--- src/rtl/maj_exhaustive_bist.sv ---
// Exhaustive BIST sequencer for an N-input threshold gate: sweeps every input
// vector, compares the gate output against a popcount reference, and logs errors.
module maj_exhaustive_bist #(
  parameter int N       = 5,
  parameter int THRESH  = 3,
  parameter int DUT_LAT = 0
) (
  input  logic         clk,
  input  logic         rst,
  input  logic         start,
  output logic [N-1:0] x,
  input  logic         y_dut,
  output logic         busy,
  output logic         done,
  output logic         pass,
  output logic [N:0]   err_count,
  output logic [N-1:0] first_fail_vec,
  output logic         first_fail_valid
);

  localparam int PCW = $clog2(N + 1);

  localparam logic [1:0] S_IDLE  = 2'd0;
  localparam logic [1:0] S_DRIVE = 2'd1;
  localparam logic [1:0] S_DRAIN = 2'd2;
  localparam logic [1:0] S_DONE  = 2'd3;

  localparam logic [N-1:0] X_LAST     = '1;
  localparam logic [N-1:0] X_ONE      = N'(1);
  localparam logic [N:0]   ERR_ONE    = (N + 1)'(1);
  localparam logic [2:0]   DRAIN_LAST = (DUT_LAT > 0) ? 3'(DUT_LAT - 1) : 3'd0;

  logic [1:0]     r_state;
  logic [N-1:0]   r_x;
  logic [2:0]     r_drain_cnt;
  logic [N:0]     r_err;
  logic [N-1:0]   r_ffv;
  logic           r_ffvalid;

  logic           w_accept;
  logic [PCW-1:0] w_popcount;
  logic           w_ref;
  logic           w_in_vld;
  logic           w_tap_vld;
  logic [N-1:0]   w_tap_vec;
  logic           w_tap_ref;
  logic           w_mismatch;

  always_comb begin
    w_popcount = '0;
    for (int i = 0; i < N; i++) begin
      w_popcount = w_popcount + PCW'(r_x[i]);
    end
  end

  assign w_ref    = (w_popcount >= PCW'(THRESH));
  assign w_accept = start && ((r_state == S_IDLE) || (r_state == S_DONE));
  assign w_in_vld = (r_state == S_DRIVE);

  always_ff @(posedge clk) begin
    if (rst) begin
      r_state     <= S_IDLE;
      r_x         <= '0;
      r_drain_cnt <= 3'd0;
    end else begin
      case (r_state)
        S_IDLE, S_DONE: begin
          if (start) begin
            r_state <= S_DRIVE;
            r_x     <= '0;
          end
        end
        S_DRIVE: begin
          // x parks on the last vector once the sweep has been issued
          if (r_x == X_LAST) begin
            r_state     <= (DUT_LAT > 0) ? S_DRAIN : S_DONE;
            r_drain_cnt <= DRAIN_LAST;
          end else begin
            r_x <= r_x + X_ONE;
          end
        end
        S_DRAIN: begin
          if (r_drain_cnt == 3'd0) r_state <= S_DONE;
          else                     r_drain_cnt <= r_drain_cnt - 3'd1;
        end
        default: r_state <= S_IDLE;
      endcase
    end
  end

  // Vector and its reference travel together so the compare sees the
  // gate output that corresponds to them after the gate's own latency.
  generate
    if (DUT_LAT == 0) begin : g_comb_tap
      assign w_tap_vld = w_in_vld;
      assign w_tap_vec = r_x;
      assign w_tap_ref = w_ref;
    end else begin : g_delay_tap
      logic         r_dl_vld [DUT_LAT];
      logic [N-1:0] r_dl_vec [DUT_LAT];
      logic         r_dl_ref [DUT_LAT];

      always_ff @(posedge clk) begin
        if (rst || w_accept) begin
          for (int i = 0; i < DUT_LAT; i++) r_dl_vld[i] <= 1'b0;
        end else begin
          for (int i = DUT_LAT - 1; i > 0; i--) r_dl_vld[i] <= r_dl_vld[i-1];
          r_dl_vld[0] <= w_in_vld;
        end
        for (int i = DUT_LAT - 1; i > 0; i--) begin
          r_dl_vec[i] <= r_dl_vec[i-1];
          r_dl_ref[i] <= r_dl_ref[i-1];
        end
        r_dl_vec[0] <= r_x;
        r_dl_ref[0] <= w_ref;
      end

      assign w_tap_vld = r_dl_vld[DUT_LAT-1];
      assign w_tap_vec = r_dl_vec[DUT_LAT-1];
      assign w_tap_ref = r_dl_ref[DUT_LAT-1];
    end
  endgenerate

  assign w_mismatch = w_tap_vld && (y_dut != w_tap_ref);

  always_ff @(posedge clk) begin
    if (rst || w_accept) begin
      r_err     <= '0;
      r_ffv     <= '0;
      r_ffvalid <= 1'b0;
    end else if (w_mismatch) begin
      r_err <= r_err + ERR_ONE;
      if (!r_ffvalid) begin
        r_ffv     <= w_tap_vec;
        r_ffvalid <= 1'b1;
      end
    end
  end

  assign x                = r_x;
  assign busy             = (r_state == S_DRIVE) || (r_state == S_DRAIN);
  assign done             = (r_state == S_DONE);
  assign pass             = done && (r_err == '0);
  assign err_count        = r_err;
  assign first_fail_vec   = r_ffv;
  assign first_fail_valid = r_ffvalid;

endmodule

--- config.mk ---
export PLATFORM = sky130hd
export DESIGN_NAME = maj_exhaustive_bist
export DESIGN_NICKNAME = d
export VERILOG_FILES = /design/src/rtl/maj_exhaustive_bist.sv
export SDC_FILE = /design/constraint.sdc
export NUM_CORES = 1
export LEC_CHECK = 0
export ABC_AREA = 1
export BUFFER_PORTS_ARGS = -buffer_cell sky130_fd_sc_hd__clkbuf_2
export CORE_MARGIN = 10
export CORE_UTILIZATION = 54
export DETAILED_ROUTE_END_ITERATION = 6
export GPL_ROUTABILITY_DRIVEN = 0
export PLACE_DENSITY_LB_ADDON = 0.2
export SETUP_SLACK_MARGIN = 0.4
export SLEW_MARGIN = 20
export SYNTH_ARGS = -nofsm -noshare
export SYNTH_HDL_FRONTEND = slang
export SYNTH_SLANG_ARGS = --single-unit
--- constraint.sdc ---
create_clock -name clk -period 2.87 [get_ports clk]
set_clock_uncertainty 0.05 [all_clocks]
set_input_delay 0.287 -clock clk [delete_from_list [all_inputs] [get_ports clk]]
set_output_delay 0.287 -clock clk [all_outputs]
set_load 0.005 [all_outputs]
==> key figures <==
Clock network
  • Inserted Clock Buffers: 3
  • Clock transition at path regs: 0.12 ns
  • Hold-fix buffers, CTS: 0
  • CTS H-tree depth: 1
  • Clk_lat worst skew: 0.31 ns
  • Clock root cell: clkbuf_4
  • Longest Clk Path Bufs: 2
  • Sink Count: 22
  • CTS tree: yes

Global route
  • Global Route met1 Usage: 14.3%
  • Tot GR Track Use: 12.5%
  • Met2 GRT Util: 23.0%
  • Initial antenna violation count: 0
  • Grt peak-use layer: met2
  • Overflow after GRT: 0
  • Met3 usage: 4.03%
  • Largest net degree at the start of global routing: 12
  • Vias in the first global route: 1101
  • First-pass GRT wire length: 4730 microns

Critical path
  • Cell chain of the critical path: inv_2 -> fa_1 -> fa_2 -> inv_2 -> ha_4 -> nand2_2 -> nand2_2 -> nand2_4 -> nand3_4 -> o21ai_0 -> nor2_1
  • Worst Setup End Kind: register
  • Bufs and invs on worst path: 2
  • Crit path kind: register to register
  • CP delay by family, top: adder cells
  • Worst EP required: 3.03 ns
  • CP peak stage delay: 0.50 ns
  • Crit Path Max Fanout: 8
  • CP max-delay cell: fa_1
  • Critical Path AT: 2.58 ns
  • Startpoint types: register

Timing
  • Slew margin rel.: 65.2%
  • Clock period minus worst slack: 2.42 ns
  • FMAX: 0.413 GHz
  • Hold Slack: 0.232 ns
  • Final hold vios: 0
  • Setup_tns: 0 ns
  • Slew @ Worst Pin: 0.522 ns
  • Tcrit/Tclk final: 84.4%
  • Final setup violation count: 0
  • RSZ-0062 raised after global routing: no
  • Max-slew violations: 0

Pwr
  • Power Total: 1.01 mW
  • Static leakage: 0.724 nW
  • IR drop worst, VDD: 0.402 mV
  • Power Density: 656 nW/um^2

Route
  • Vias per cell: 5.04
  • DR pass1 iterations: 4
  • Routed len/inst: 13.1 microns
  • WL final: 2990 microns
  • Vias after detailed routing: 1154
  • DR iter-0 viols: 82
  • DRC viols: 0
  • Final ANT Viol Nets: 0

Yosys
  • Post-Synthesis Cells: 173
  • Number of synthesized register bits: 22
  • Synthesized Nets: 189
  • Main area contributors after synthesis: dfxtp_1 (34%), nand2_1 (11%), ha_1 (9.8%)
  • Share of the synthesized area in the top cell type: 34.4%
  • Top cells by count, synth: nand2_1 (37), inv_1 (32), dfxtp_1 (22)
  • Ys Warns: 0
  • Synth async-reset ratio: 0%
  • Mean Syn Cell Area: 7.41 sq um
  • Register area share after synthesis: 34.4%
  • Yosys cell types: 26
  • Post-synth top area cell: dfxtp_1
  • Cell with the most instances after synthesis: nand2_1
  • Cell area after synthesis: 1280 sq um
  • Post-synth EDFFs: 0
  • Most used DFF post-synth: dfxtp_1

Floorplanning
  • Die Footprint: 4720 sq um
  • Die width: 68.7 microns
  • Rows: 17
  • Starting Density: 57.4%
  • Die height: 68.7 microns
  • IO Count: 24
  • Core area: 2230 sq um

Cells and area
  • Syn-to-layout area delta: 19.8%
  • Post-route cell area: 1540 sq um
  • Non-Filler Instances: 229
  • Fin nets: 219
  • ANT cells: 0
  • Multi-input gate area: 751 sq um
  • # fillers: 198
  • Fraction of layout cells with a size suffix above 1: 30.3%
  • FF/Latch Area: 452 sq um

Placement
  • Port bufs: 23
  • Placement-stage cell area: 1420 sq um
  • Placed insts: 222
  • DP Wirelength: 2160 microns

Outcome
  • Status: finished clean

Flow run
  • Max-Cap Viols: 0

Worst hold path
  • Hold Crit Class: input pin to register
==> power by group <==
part           total (mW)  leakage (nW)  switching [mW]  internal [mW]
logic               0.480         0.529           0.300          0.179
registers           0.385         0.181          0.0335          0.351
clock network       0.143        0.0138          0.0937         0.0491
total                1.01         0.724           0.427          0.579
==> through the flow <==
stage | setup slack (ns) | utilization, %
after CTS | 0.359 | 64.7
after global placement | 0.419 | 63.5
after floorplan | 0.555 | -
final | 0.449 | 68.7
after global routing | 0.321 | 68.7
after detailed placement | 0.317 | 63.5
==> cell usage in the layout, fill, tap and decap left out, drive strengths merged <==
cell,instances
nand2,41
a21oi,14
xnor2,1
dfxtp,22
nor2,19
buf,4
clkbuf,26
nor3,3
fa,2
o21ai,8
ha,10
or2,1
nand4,5
nand3,8
xor2,3
inv,34
==> worst paths after layout <==
path / startpoint / endpoint / slack [ns] / depth (start not counted)
max: x[1] / err_count[0] / 0.45 / 11
min: rst / x[1] / 0.23 / 2
max reg2reg: x[1] / err_count[0] / 0.45 / 11
min reg2reg: r_drain_cnt[0] / r_drain_cnt[0] / 0.42 / 2
==> kinds of logic (layout without fill, tap and decap cells) <==
| kind of cell | Yosys count | count (layout) | share of synthesized area (%) |
|---|---|---|---|
| flops | 22 | 22 | 34.4 |
| xor+xnor | 4 | 4 | 2.73 |
| fa+ha+maj | 12 | 12 | 12.9 |
| compound gates | 22 | 22 | 11.2 |
| simple gates | 77 | 77 | 27.8 |
| buf+inv | 36 | 64 | 10.9 |
==> flip-flops by register name, indices dropped and copies added (netlist names) <==
register / count
first_fail_vec: 5
first_fail_valid: 1
x: 5
err_count: 6
r_state: 2
r_drain_cnt: 3
==> routing by layer <==
| metal | vias up | routed length [microns] | part of all wire [%] |
|---|---|---|---|
| met4 | 0 | 9 | 0.30 |
| met3 | 2 | 175 | 5.8 |
| met1 | 532 | 1250 | 42 |
| met5 | - | 0 | 0 |
| met2 | 22 | 1560 | 52 |
| li1 | 598 | - | - |
==> repair_timing <==
action                     CTS  global route
setup endpoints to repair   11            12
pin swaps                    0             7
gates resized for setup      3            19
setup buffers                0             4
==> final cells by class <==
| type | count | area share, % |
|---|---|---|
| Inverter | 34 | 8.48 |
| Sequential cell | 22 | 29.4 |
| Multi-Input combinational cell | 115 | 48.9 |
| Clock buffer | 3 | 1.47 |
| Timing Repair Buffer | 27 | 9.45 |
| Tap cell | 28 | 2.28 |
(Power assumes the default switching activity.)
